$ cat config.mk
export PLATFORM = sky130hd
export DESIGN_NAME = cpu_multicycle
export DESIGN_NICKNAME = d
export VERILOG_FILES = /design/src/rtl/cpu_multicycle.sv
export SDC_FILE = /design/constraint.sdc
export NUM_CORES = 1
export LEC_CHECK = 0
export CORE_MARGIN = 4
export CORE_UTILIZATION = 45
export DETAILED_ROUTE_END_ITERATION = 10
export PLACE_DENSITY_LB_ADDON = 0.25
export SLEW_MARGIN = 20
export SYNTH_ARGS = -nofsm -noshare
export SYNTH_HDL_FRONTEND = slang
export SYNTH_SLANG_ARGS = --single-unit
$ cat constraint.sdc
create_clock -name clk -period 4.8 [get_ports clk]
set_input_delay 0.96 -clock clk [delete_from_list [all_inputs] [get_ports clk]]
set_output_delay 0.96 -clock clk [all_outputs]
set_load 0.005 [all_outputs]
$ cat src/rtl/cpu_multicycle.sv
`timescale 1ns/1ps
// cpu_multicycle: parametrised fetch/execute CPU with a stallable
// instruction bus, hardware return stack, carry/zero and sticky error flags.
//
// Fetch handshake: instr_req is high for the whole of FETCH. The word on
// instruction is consumed on the first enabled clock edge where
// instr_valid is high. Memory may hold instr_valid low for any number of
// cycles, and instr_valid has no meaning while instr_req is low.
module cpu_multicycle #(
  parameter int DATA_W      = 8,
  parameter int ADDR_W      = 8,
  parameter int NUM_REGS    = 16,
  parameter int STACK_DEPTH = 4
) (
  input  logic              clk,
  input  logic              resetn,
  input  logic              enable,
  output logic              instr_req,
  input  logic              instr_valid,
  input  logic [31:0]       instruction,
  output logic [ADDR_W-1:0] instruction_pointer,
  input  logic [DATA_W-1:0] din,
  input  logic [3:0]        gpi,
  output logic [DATA_W-1:0] reg_dout,
  output logic [DATA_W-1:0] reg_gout,
  output logic [7:0]        reg_flag,
  output logic              halted,
  output logic [1:0]        state_dbg
);

  localparam int RIDX_W    = $clog2(NUM_REGS);
  localparam int SP_W      = $clog2(STACK_DEPTH + 1);
  localparam int STK_IDX_W = (STACK_DEPTH > 1) ? $clog2(STACK_DEPTH) : 1;
  localparam int STK_SIZE  = 1 << STK_IDX_W;
  localparam logic [7:0] NREGS8 = 8'(NUM_REGS);

  localparam logic [3:0] OP_MOV  = 4'd1,  OP_ADD = 4'd2,  OP_SUB = 4'd3;
  localparam logic [3:0] OP_AND  = 4'd4,  OP_OR  = 4'd5,  OP_XOR = 4'd6;
  localparam logic [3:0] OP_SHL  = 4'd7,  OP_JMP = 4'd8,  OP_BZ  = 4'd9;
  localparam logic [3:0] OP_BNZ  = 4'd10, OP_CALL = 4'd11, OP_RET = 4'd12;
  localparam logic [3:0] OP_ILL0 = 4'd13, OP_ILL1 = 4'd14, OP_HALT = 4'd15;

  typedef enum logic [1:0] {S_FETCH = 2'd0, S_EXEC = 2'd1, S_HALT = 2'd2} state_t;
  state_t state;

  // Latched instruction fields; bits [25:24] are don't-care
  logic [3:0]        op;
  logic              a_reg, b_reg;
  logic [7:0]        arg1, arg2, tgt8;

  logic [DATA_W-1:0] regs  [0:NUM_REGS-1];
  logic [ADDR_W-1:0] stack [0:STK_SIZE-1];
  logic [SP_W-1:0]   sp;
  logic [ADDR_W-1:0] pc;
  logic              flag_z, flag_c, flag_sovf, flag_sund, flag_ill;

  logic              unused_bits;
  assign unused_bits = ^instruction[25:24];

  // Operand source: register file, din, gpi, or zero for unmapped indices
  function automatic logic [DATA_W-1:0] read_op(input logic [7:0] idx);
    if (idx < NREGS8)      return regs[idx[RIDX_W-1:0]];
    else if (idx == 8'hFF) return din;
    else if (idx == 8'hFE) return DATA_W'(gpi);
    else                   return '0;
  endfunction

  logic [DATA_W-1:0] a_val, b_val, result;
  logic [DATA_W:0]   sum, diff;
  logic              carry, wr;
  logic [ADDR_W-1:0] pc_inc, pc_next, tgt;
  logic              push, pop, set_sovf, set_sund, set_ill;
  logic              stack_full, stack_empty;

  // Execute-stage datapath: ALU result, carry, next PC and stack actions
  always_comb begin
    a_val       = a_reg ? read_op(arg1) : DATA_W'(arg1);
    b_val       = b_reg ? read_op(arg2) : DATA_W'(arg2);
    sum         = {1'b0, b_val} + {1'b0, a_val};
    diff        = {1'b0, b_val} - {1'b0, a_val};
    result      = '0;
    carry       = flag_c;
    wr          = 1'b0;
    pc_inc      = pc + ADDR_W'(1);
    tgt         = tgt8[ADDR_W-1:0];
    pc_next     = pc_inc;
    push        = 1'b0;
    pop         = 1'b0;
    set_sovf    = 1'b0;
    set_sund    = 1'b0;
    set_ill     = 1'b0;
    stack_full  = (sp == SP_W'(STACK_DEPTH));
    stack_empty = (sp == '0);
    case (op)
      OP_MOV: begin result = a_val;                wr = 1'b1; end
      OP_ADD: begin result = sum[DATA_W-1:0];  carry = sum[DATA_W];  wr = 1'b1; end
      OP_SUB: begin result = diff[DATA_W-1:0]; carry = diff[DATA_W]; wr = 1'b1; end
      OP_AND: begin result = b_val & a_val;        wr = 1'b1; end
      OP_OR:  begin result = b_val | a_val;        wr = 1'b1; end
      OP_XOR: begin result = b_val ^ a_val;        wr = 1'b1; end
      OP_SHL: begin result = {b_val[DATA_W-2:0], 1'b0}; carry = b_val[DATA_W-1]; wr = 1'b1; end
      OP_JMP: pc_next = tgt;
      OP_BZ:  if (a_val == '0) pc_next = tgt;
      OP_BNZ: if (a_val != '0) pc_next = tgt;
      OP_CALL: begin
        if (stack_full) set_sovf = 1'b1;
        else begin push = 1'b1; pc_next = tgt; end
      end
      OP_RET: begin
        if (stack_empty) set_sund = 1'b1;
        else begin pop = 1'b1; pc_next = stack[STK_IDX_W'(sp - 1'b1)]; end
      end
      OP_ILL0, OP_ILL1: set_ill = 1'b1;
      default: ;
    endcase
  end

  // Fetch/execute/halt FSM with all architectural state and registered outputs
  always_ff @(posedge clk or negedge resetn) begin
    if (!resetn) begin
      state     <= S_FETCH;
      instr_req <= 1'b1;
      halted    <= 1'b0;
      pc        <= '0;
      op        <= '0;
      a_reg     <= 1'b0;
      b_reg     <= 1'b0;
      arg1      <= '0;
      arg2      <= '0;
      tgt8      <= '0;
      sp        <= '0;
      flag_z    <= 1'b0;
      flag_c    <= 1'b0;
      flag_sovf <= 1'b0;
      flag_sund <= 1'b0;
      flag_ill  <= 1'b0;
      for (int i = 0; i < NUM_REGS; i++) regs[i] <= '0;
      for (int i = 0; i < STK_SIZE; i++) stack[i] <= '0;
    end else if (enable) begin
      case (state)
        S_FETCH: begin
          if (instr_valid) begin
            op        <= instruction[31:28];
            a_reg     <= instruction[27];
            b_reg     <= instruction[26];
            arg1      <= instruction[23:16];
            arg2      <= instruction[15:8];
            tgt8      <= instruction[7:0];
            state     <= S_EXEC;
            instr_req <= 1'b0;
          end
        end
        S_EXEC: begin
          if (wr && (arg2 < NREGS8)) regs[arg2[RIDX_W-1:0]] <= result;
          if (wr) begin
            flag_z <= (result == '0);
            flag_c <= carry;
          end
          if (push) begin
            stack[STK_IDX_W'(sp)] <= pc_inc;
            sp <= sp + 1'b1;
          end
          if (pop) sp <= sp - 1'b1;
          flag_sovf <= flag_sovf | set_sovf;
          flag_sund <= flag_sund | set_sund;
          flag_ill  <= flag_ill | set_ill;
          pc        <= pc_next;
          if (op == OP_HALT) begin
            state     <= S_HALT;
            halted    <= 1'b1;
            instr_req <= 1'b0;
          end else begin
            state     <= S_FETCH;
            instr_req <= 1'b1;
          end
        end
        S_HALT: ;
        default: begin
          state     <= S_FETCH;
          instr_req <= 1'b1;
        end
      endcase
    end
  end

  assign instruction_pointer = pc;
  assign reg_dout  = regs[RIDX_W'(NUM_REGS - 1)];
  assign reg_gout  = regs[RIDX_W'(NUM_REGS - 2)];
  assign reg_flag  = {3'b000, flag_ill, flag_sund, flag_sovf, flag_c, flag_z};
  assign state_dbg = state;

endmodule

==> results.cfg <==
[logic_synthesis]
synth_cells = 1239
synth_compound_area_share_pct = 15.8
synth_xor_area_share_pct = 0.625
synthMuxAreaShare_pct = 18.4
synthAdderAreaFrac_pct = 3.39
synthFlopType = dfrtp_1
netlist_area_um2 = 12600
ys_async_sr_fraction_pct = 100
synth_edf_count = 0
ys_seq_area_share_pct = 41.7
ys.warnings.count = 0
synth_top_family_by_area = multiplexers
synthSimpleGateAreaFrac_pct = 13.8
ys_types = 85
ys_ff_latch = 210
synth.avg_cell_area_um2 = 10.2

[detailed_routing]
avgRoutedWirePerCell_um = 20.8
wl_um = 35300
antenna_left = 0
drc_errors = 0
drt-vias-per-instance = 5.80
detail_route.first_pass.iterations = 5
drtIter0Drc = 906
vias = 9823

[setup_path]
end_kind = flip-flop
max_stage_delay_ns = 0.64
critical_path_class = flip-flop to flip-flop
start_kind = flip-flop
cp_common_cell = buf_4
cp_cell_sequence = clkbuf_4 > buf_4 > buf_4 > mux4_1 > mux4_2 > a22oi_1 > a21oi_1 > inv_1 > ha_1 > a21oi_2 > o21ai_0 > a2111oi_2 > and4b_1 > and3_1 > a32o_1
cp.depth = 15
arrival_ns = 5.03
path_buf_inv = 4
path_delay_family = compound AO/OA/AOI/OAI gates
worstPathRequired_ns = 5.21
reg2reg_depth = 15
slowest_stage = mux4_1
critPathMaxFanout = 9

[timing]
slew_headroom_pct = 34.2
fin_crit_sh_pct = 96.4
skew_ns = 0.0339
fmax_ghz = 0.216
hold_viol_final = 0
final-setup-viol-count = 0
tightest_slew_ns = 0.987
fin_crit_ns = 4.63
drv_slew = 0

[finish]
drive_gt1_share_pct = 16.5
seq_area_um2 = 5260
fin_cells = 1693
stdcell_area_um2 = 14400
nFillCells = 2462
layout_common_cells = nand2_1, dfrtp_1, o21ai_0
final_common_cell = nand2_1
top_register = regs
antenna_cells = 0
nNetsFinal = 1379
multi_input_area_um2 = 6670
top_regs = regs: 128 flops, stack: 32 flops
area_growth_pct = 14.4
largest_reg_flops = 128

[cts]
cts_buffer_depth = 3
cts.sinks = 210
clk_pin_slew_ns = 0.06
insertion_delay_ns = 0.54
clock-root-buffer = clkbuf_16
htree_levels = 1
hold_buffers = 0
cts_tree = done
cts_buffers = 24

[floorplanning]
io-pin-count = 84
fp.dieW_um = 175
die_h_um = 175
fp-row-count = 61
core_um2 = 27700
die_area_um2 = 30800
initial_core_util_pct = 45.5

[worst_hold_path]
hold_path_depth = 1
hold_path_class = flip-flop to flip-flop

[global_routing]
grt_max_degree = 113
antenna_found_initial = 0
grt_pass1_vias = 9670
grt-ovfl-total = 0
grt_pass1_wl_um = 55900
grt_usage_pct = 22.9

[power]
power_leakage_uw = 0.00613
peakVddDrop_v = 0.000221
finalPower_uw = 6570
cellPowerDensity_nw_per_um2 = 455

[placement]
numPortBuffers = 62
dpl_cell_area_um2 = 13600
dp_hpwl_um = 25200
post-place-cells = 1646
gp_congestion = 0.883

[job]
drv_cap = 0

[outcome]
status = finished, final reports clean
metal layers:
metal  track usage (%)  part of all wire [%]  vias to the layer above
met5                 0                     0                        -
met4              5.24                   2.0                        0
met3              4.63                   7.7                       52
met2              36.9                    46                      360
met1              32.5                    44                     4836
li1                  -                     -                     4575
power by group:
part	internal (µW)	total [µW]	switching (µW)	leakage (µW)
logic	1030	2400	1370	0.00291
registers	1980	2320	340	0.00283
clock network	1100	1850	750	0.000397
cell usage after synthesis, drive strengths merged (8+ instances only):
library cell | instances | share of area (%)
nand2 | 241 | 7.2
dfrtp | 209 | 41
o21ai | 196 | 8.1
mux4 | 74 | 14
buf | 54 | 3.5
nor2 | 50 | 1.5
clkbuf | 47 | 1.5
inv | 38 | 1.1
a21oi | 33 | 1.4
ha | 31 | 3.1
mux2 | 28 | 2.5
mux2i | 25 | 2.0
nor3 | 24 | 0.99
a211oi | 14 | 0.83
nand3 | 14 | 0.56
a221oi | 13 | 1.1
nor2b | 12 | 0.60
a22oi | 10 | 0.64
and3 | 9 | 0.45
nand2b | 9 | 0.45
nor4 | 8 | 0.45
final timing paths:
kind / slack [ns] / startpoint / endpoint
worst max-delay path: 0.17 / arg2[0] / flag_z
worst min-delay path: 0.47 / flag_sovf / flag_sovf
worst max register to register: 0.17 / arg2[0] / flag_z
worst min register to register: 0.47 / flag_sovf / flag_sovf
max in group asynchronous: 3.29 / resetn / regs[55]
min in group asynchronous: 0.53 / resetn / tgt[0]
logic make-up after synthesis:
group           count (synthesis)
compound gates                321
xor+xnor                        9
fa+ha+maj                      33
buf+inv                       142
flops                         210
mux                           127
other cells                     1
simple gates                  396
layout make-up:
type	instances	area share [%]
Multi-Input combinational cell	905	46.2
Sequential cell	210	36.5
Timing Repair Buffer	117	7.36
Clock buffer	39	5.40
Tap cell	378	3.28
Inverter	40	1.04
Clock inverter	4	0.182
repair_timing:
item                       CTS  global route
setup buffers                0             4
pin swaps                    0             1
gates resized for setup      1            15
cloned                       0             0
setup endpoints to repair    1            49
per-stage QoR:
stage	setup TNS [ns]	hold slack [ns]	worst slack (ns)	utilization (%)
floorplan	0	0.429	0.219	-
global placement	0	0.457	0.0641	48.9
detailed placement	0	0.461	0.0320	48.9
CTS	0	0.476	0.0250	51.8
global route	-0.00140	0.508	-0.00140	52.1
finish	0	0.473	0.174	52.1
(Power assumes the default switching activity.)
